==> config.mk <==
export PLATFORM = sky130hd
export DESIGN_NAME = motor_ramp
export DESIGN_NICKNAME = d
export VERILOG_FILES = /design/src/rtl/motor_ramp_pkg.sv /design/src/rtl/motor_ramp_counter.sv /design/src/rtl/motor_ramp.sv
export SDC_FILE = /design/constraint.sdc
export NUM_CORES = 1
export LEC_CHECK = 0
export BUFFER_PORTS_ARGS = -buffer_cell sky130_fd_sc_hd__buf_2
export CAP_MARGIN = 5
export CORE_UTILIZATION = 50
export CTS_CLUSTER_SIZE = 20
export DETAILED_ROUTE_END_ITERATION = 7
export GPL_ROUTABILITY_DRIVEN = 0
export PLACE_DENSITY = 0.73
export SLEW_MARGIN = 30
export SYNTH_ARGS = -nofsm -noshare
export SYNTH_HDL_FRONTEND = slang
export SYNTH_SLANG_ARGS = --single-unit
==> constraint.sdc <==
create_clock -name clk -period 3.7 [get_ports clk]
set_clock_uncertainty 0.15 [all_clocks]
set_input_delay 0 -clock clk [delete_from_list [all_inputs] [get_ports clk]]
set_output_delay 0 -clock clk [all_outputs]
set_load 0.05 [all_outputs]
==> src/rtl/motor_ramp_pkg.sv <==
// motor_ramp_pkg
//   Shared definitions for the motor command ramp stage.
//   - Default parameter values for duty resolution, ramp step, tick divider
//     and reversal dwell (PWM_RES must track the downstream PWM block).
//   - ramp_state_e: ramp FSM state encoding, also exported on the debug port.
package motor_ramp_pkg;

    localparam int PWM_RES       = 8;
    localparam int RAMP_STEP     = 16;
    localparam int RAMP_TICK_DIV = 4;
    localparam int RAMP_DWELL    = 2;

    typedef enum logic {
        ST_RAMP  = 1'b0,
        ST_DWELL = 1'b1
    } ramp_state_e;

endpackage

==> src/rtl/motor_ramp_counter.sv <==
// motor_ramp_counter
//   Generic wrap-around counter MIN..MAX in increments of STEP. Used as the
//   ramp tick divider: ovf_o pulses for the cycle in which the count sits at
//   MAX and is about to wrap.
// Ports:
//   clk_i  system clock
//   rst_i  synchronous active-high reset (count <- MIN)
//   en_i   count enable
//   clr_i  synchronous clear to MIN, priority over en_i
//   ovf_o  wrap event (combinational from the count register and en/clr)
module motor_ramp_counter #(
    parameter int WIDTH = 2,
    parameter int MIN   = 0,
    parameter int MAX   = 3,
    parameter int STEP  = 1
) (
    input  logic clk_i,
    input  logic rst_i,
    input  logic en_i,
    input  logic clr_i,
    output logic ovf_o
);

    logic [WIDTH-1:0] count_q;
    logic [WIDTH-1:0] count_d;
    logic             at_max;

    assign at_max = (count_q == WIDTH'(MAX));
    assign ovf_o  = en_i && !clr_i && at_max;

    always_comb begin
        count_d = count_q;
        if (clr_i) begin
            count_d = WIDTH'(MIN);
        end else if (en_i) begin
            count_d = at_max ? WIDTH'(MIN) : count_q + WIDTH'(STEP);
        end
    end

    always_ff @(posedge clk_i) begin
        if (rst_i) begin
            count_q <= WIDTH'(MIN);
        end else begin
            count_q <= count_d;
        end
    end

endmodule

==> src/rtl/motor_ramp.sv <==
// motor_ramp
//   Command-shaping stage in front of the PWM generator. Accepts a signed
//   speed command, slews the unsigned duty word toward |cmd| by `step` once
//   per ramp tick, and inserts a zero-duty brake dwell before any direction
//   reversal.
// Handshake: a command transfers on every rising edge where
//   cmd_valid && cmd_ready; cmd_ready is registered, low in reset and high
//   from the first cycle after reset onward. The transfer only updates the
//   target; the ramp logic sees it from the next tick on.
// Ports:
//   clk        system clock
//   rst        synchronous active-high reset
//   en         channel enable; low forces duty to 0 and clears the divider
//   cmd        signed speed command (nbits+1), negative = reverse
//   cmd_valid  command valid
//   cmd_ready  command can be accepted (registered)
//   duty       unsigned duty word to the PWM
//   dir        H-bridge direction, 0 = forward, 1 = reverse
//   brake      high while dwelling before a reversal
//   busy       duty/dir not yet at the latched target
//   dbg_state  current ramp FSM state
module motor_ramp
    import motor_ramp_pkg::*;
#(
    parameter int nbits    = PWM_RES,
    parameter int step     = RAMP_STEP,
    parameter int tick_div = RAMP_TICK_DIV,
    parameter int dwell    = RAMP_DWELL
) (
    input  logic             clk,
    input  logic             rst,
    input  logic             en,
    input  logic [nbits:0]   cmd,
    input  logic             cmd_valid,
    output logic             cmd_ready,
    output logic [nbits-1:0] duty,
    output logic             dir,
    output logic             brake,
    output logic             busy,
    output ramp_state_e      dbg_state
);

    if (dwell < 1 || tick_div < 1 || step < 1 || step > (2 ** nbits) - 1) begin : g_bad_param
        $fatal(1, "motor_ramp: illegal parameters dwell=%0d tick_div=%0d step=%0d",
               dwell, tick_div, step);
    end

    localparam int DIVW = $clog2(tick_div + 1);
    localparam int DCW  = $clog2(dwell + 1);
    localparam logic [DCW-1:0] DCNT_LAST = DCW'(dwell - 1);
    localparam logic [nbits:0] STEP_X    = (nbits + 1)'(step);

    ramp_state_e      state_q, state_d;
    logic [nbits-1:0] duty_q, duty_d;
    logic             dir_q, dir_d;
    logic             brake_q, brake_d;
    logic             busy_q, busy_d;
    logic             ready_q;
    logic [DCW-1:0]   dcnt_q, dcnt_d;
    logic             tdir_q, tdir_d;
    logic [nbits-1:0] tmag_q, tmag_d;

    logic             tick;
    logic             accept;
    logic             same_dir;
    logic [nbits:0]   cmd_neg;
    logic [nbits-1:0] cmd_mag;
    logic [nbits:0]   duty_x, tmag_x, sum_up, diff_dn;
    logic [nbits-1:0] ramp_up, ramp_dn_tgt, ramp_dn_zero;

    motor_ramp_counter #(
        .WIDTH (DIVW),
        .MIN   (0),
        .MAX   (tick_div - 1),
        .STEP  (1)
    ) u_tick_div (
        .clk_i (clk),
        .rst_i (rst),
        .en_i  (en),
        .clr_i (!en),
        .ovf_o (tick)
    );

    assign accept = cmd_valid && ready_q;

    // -2**nbits has no positive counterpart in nbits bits: saturate.
    assign cmd_neg = -cmd;
    assign cmd_mag = !cmd[nbits] ? cmd[nbits-1:0]
                   : (cmd_neg[nbits] ? '1 : cmd_neg[nbits-1:0]);

    // A zero target has no direction, so it is treated as same-direction
    // and simply ramps duty down without a reversal.
    assign same_dir = (tdir_q == dir_q) || (tmag_q == '0);

    // One extra bit so step over/underflow is visible before clamping.
    assign duty_x       = {1'b0, duty_q};
    assign tmag_x       = {1'b0, tmag_q};
    assign sum_up       = duty_x + STEP_X;
    assign diff_dn      = duty_x - STEP_X;
    assign ramp_up      = (sum_up > tmag_x) ? tmag_q : sum_up[nbits-1:0];
    assign ramp_dn_tgt  = (diff_dn[nbits] || (diff_dn < tmag_x)) ? tmag_q : diff_dn[nbits-1:0];
    assign ramp_dn_zero = diff_dn[nbits] ? '0 : diff_dn[nbits-1:0];

    always_comb begin
        state_d = state_q;
        duty_d  = duty_q;
        dir_d   = dir_q;
        brake_d = brake_q;
        dcnt_d  = dcnt_q;
        tdir_d  = tdir_q;
        tmag_d  = tmag_q;

        if (accept) begin
            tdir_d = cmd[nbits];
            tmag_d = cmd_mag;
        end

        if (!en) begin
            duty_d  = '0;
            brake_d = 1'b0;
            state_d = ST_RAMP;
        end else if (tick) begin
            case (state_q)
                ST_RAMP: begin
                    if (same_dir) begin
                        if (duty_q < tmag_q) begin
                            duty_d = ramp_up;
                        end else if (duty_q > tmag_q) begin
                            duty_d = ramp_dn_tgt;
                        end
                    end else if (duty_q != '0) begin
                        duty_d = ramp_dn_zero;
                    end else begin
                        state_d = ST_DWELL;
                        dcnt_d  = '0;
                        brake_d = 1'b1;
                    end
                end
                ST_DWELL: begin
                    if (!same_dir) begin
                        if (dcnt_q == DCNT_LAST) begin
                            // Direction flips on the last dwell tick, duty still 0.
                            dir_d   = tdir_q;
                            brake_d = 1'b0;
                            state_d = ST_RAMP;
                        end else begin
                            dcnt_d = dcnt_q + DCW'(1);
                        end
                    end else begin
                        brake_d = 1'b0;
                        state_d = ST_RAMP;
                    end
                end
                default: state_d = ST_RAMP;
            endcase
        end

        // Computed from next-state values so busy changes on the same edge as duty.
        busy_d = (state_d == ST_DWELL) || (duty_d != tmag_d)
              || ((tmag_d != '0) && (dir_d != tdir_d));
    end

    always_ff @(posedge clk) begin
        if (rst) begin
            state_q <= ST_RAMP;
            duty_q  <= '0;
            dir_q   <= 1'b0;
            brake_q <= 1'b0;
            busy_q  <= 1'b0;
            ready_q <= 1'b0;
            dcnt_q  <= '0;
            tdir_q  <= 1'b0;
            tmag_q  <= '0;
        end else begin
            state_q <= state_d;
            duty_q  <= duty_d;
            dir_q   <= dir_d;
            brake_q <= brake_d;
            busy_q  <= busy_d;
            ready_q <= 1'b1;
            dcnt_q  <= dcnt_d;
            tdir_q  <= tdir_d;
            tmag_q  <= tmag_d;
        end
    end

    assign cmd_ready = ready_q;
    assign duty      = duty_q;
    assign dir       = dir_q;
    assign brake     = brake_q;
    assign busy      = busy_q;
    assign dbg_state = state_q;

endmodule

==> results_dict.tcl <==
set metrics [dict create \
    insertion_delay_ps 290 \
    dr_total_vias 2993 \
    grt_pass1_vias 2664 \
    total_power_uw 774.3 \
    die_w_um 73.87 \
    synthCells 353 \
    synth_top_family_by_area "simple AND/OR/NAND/NOR gates" \
    hold_class "in -> reg" \
    grtUsageTotal_pct 29.62 \
    yosys.area_share.xor_xnor_pct 3.731 \
    synthesis.area_mm2 0.002582 \
    syn-num-nets 387 \
    nNetsFinal 426 \
    synthMuxAreaShare_pct 5.136 \
    cp_max_fo 7 \
    required_ps 3720 \
    fin_ws_ps 26.39 \
    synthAdderAreaFrac_pct 10.17 \
    avgSynthCellArea_um2 7.316 \
    outcome "finished clean" \
    die_h_um 73.87 \
    portBuffers 25 \
    max_cap_viol_count 0 \
    async_flop_share_pct 0 \
    max-vdd-ir-drop_mv 0.1739 \
    finalNonFillerCells 458 \
    yosys.area_share.simple_pct 27.42 \
    period_minus_slack_ps 3674 \
    fin_crit_sh_pct 99.29 \
    fmax_ghz 0.2722 \
    worstSetupEndpointType "flop" \
    critPathKind "reg -> reg" \
    cp-start-kind "flop" \
    drtIter0Drc 328 \
    synth_area_leader_cell "dfxtp_1" \
    yosysSeqAreaShare_pct 20.93 \
    clockBufferDepth 2 \
    n_antenna_cell 0 \
    clk_pin_slew_ps 120 \
    cts_tree "built" \
    wirelength_um 8305 \
    antenna_found_initial 0 \
    numCtsBuffers 3 \
    ant_nets 0 \
    synth_cell_type_count 55 \
    cts-root-buf "clkbuf_8" \
    die_area_mm2 0.005456 \
    cts_max_level 1 \
    layout-drive-gt1-share_pct 21.74 \
    grt_max_degree 18 \
    netlist.area_leader.share_pct 20.93 \
    hold_viol 0 \
    relSlewSlack_pct 40.66 \
    fp-row-count 25 \
    synth_compound_area_share_pct 26.99 \
    power_per_cell_area_mw_per_mm2 250.2 \
    finalSetupTns_ps 0 \
    cts.sinks 27 \
    hpwl_um 5734 \
    avgViaCountPerCell 6.535 \
    synth_area_leaders "dfxtp_1 (21%), ha_1 (10%), a21oi_1 (6.0%)" \
    core_area_mm2 0.004848 \
    synthTopCellsByCount "nor2_1 (40), a21oi_1 (31), nand2_1 (30)" \
    ys.flop_type "dfxtp_1" \
    arrival_ps 3690 \
    synth_edf_count 0 \
    ioPinCount 26 \
    synth-seq-cells 27 \
    worst_slew_pin_slew_ps 890.1 \
    grt_pass1_wl_um 12490 \
    yosysMostFrequentCell "nor2_1" \
    areaGrowthSynthToFinish_pct 19.82 \
    drc 0 \
    initial_core_util_pct 53.26 \
    placed_cells 446 \
    gr-total-overflow 0 \
    setup_viol 0 \
    wire_per_inst_um 18.13 \
    p_leak_uw 0.001251 \
    pre_cts_slack_ps -34.07 \
    yosysWarnings 0 \
    final_util_pct 63.82 \
    finalMaxSlewViolations 0 \
    first_pass_iters 7 \
]
-- per-stage QoR --
stage / hold WS, ps / cell area, um2
final: 17.59 / 3094
after CTS: 20.53 / 2923
after global routing: 73.75 / 3094
after global placement: 190.7 / 2858
after detailed placement: 187.0 / 2858
after floorplan: -77.62 / 2595
-- kinds of logic (layout without fill, tap and decap cells) --
kind of cell	count (synthesis)	in the layout
and+or+nand+nor	141	141
buffers and inverters	35	73
adders and majority gates	21	21
muxes	13	13
DFF	27	27
AOI/OAI and AO/OA	105	105
xor gates and xnor gates	11	11
-- final cells by class --
type,instances,area (um2)
fillers,420,1754
multi-input cells,291,2023
clock buffers,3,41.29
repair buffers,50,315.3
flip-flops and latches,27,553.0
well taps,67,83.83
inverters,19,71.32
clock inverters,1,6.256
-- layout by cell type, fill, tap and decap left out, types with 4 or more instances in the layout --
cell | Yosys | final
nor2_1 | 40 | 38
a21oi_1 | 31 | 30
nand2_1 | 30 | 30
buf_2 | 5 | 25
buf_4 | 0 | 24
dfxtp_1 | 27 | 23
inv_1 | 19 | 18
ha_1 | 21 | 17
nand3_1 | 13 | 13
o21ai_0 | 14 | 13
mux2i_1 | 11 | 11
nor3_1 | 10 | 10
nor2b_1 | 8 | 8
o211ai_1 | 8 | 8
xnor2_1 | 6 | 5
a21o_1 | 5 | 5
or4_1 | 5 | 5
xor2_1 | 5 | 4
nand4_1 | 4 | 4
o21ai_1 | 4 | 4
and3_1 | 4 | 4
a31oi_1 | 4 | 4
nor4_1 | 5 | 4
ha_4 | 0 | 4
-- registers in the layout, summed over array words and instances (netlist names) --
signal and flops:
brake 1, busy 1, cmd_ready 1, dbg_state 1, dcnt_q 2, dir 1
duty 8, tdir_q 1, tmag_q 8, u_tick_div.count_q 3
-- metal layers --
| metal | vias up | share of wire, % | track usage (%) |
|---|---|---|---|
| li1 | 1385 | - | - |
| met1 | 1370 | 40 | 38.51 |
| met2 | 198 | 46 | 47.91 |
| met3 | 40 | 10 | 4.801 |
| met4 | 0 | 3.8 | 13.25 |
| met5 | - | 0 | 0 |
-- worst max-delay path, cell delays in order, from the launching register on --
cell       delay (ps)
dfxtp_4           420
ha_4              160
xor2_2            180
ha_1              280
a21o_1            240
a211oi_2          300
nand3_1           180
and2_4            220
a22oi_2           350
nor4_2             90
or4_1             500
a2bb2oi_1         150
o211ai_1          180
a41oi_1           140
-- repair_timing --
action / 4_1_cts / 5_1_grt
endpoints found under the setup margin: 1 / 1
gates resized for setup: 3 / 24
pin swaps: 1 / 3
endpoints found under the hold margin: 14 / 0
setup buffers: 0 / 7
hold buffers: 1 / 0
-- where the power goes --
part / internal (uW) / leakage, uW / switching, uW
Sequential: 297 / 0.000223 / 8.21
Combinational: 108 / 0.00100 / 173
Clock: 77.6 / 0.0000260 / 110
Total: 483 / 0.00125 / 292
-- final timing paths --
kind / slack (ps) / from / depth (start not counted) / endpoint
worst max-delay path: 30 / duty[4] / 13 / busy
worst min-delay path: 20 / cmd[8] / 3 / tdir_q
worst max register to register: 30 / duty[4] / 13 / busy
worst min register to register: 280 / u_tick_div.count_q[0] / 1 / u_tick_div.count_q[0]
Power figures use the tool's default switching activity.
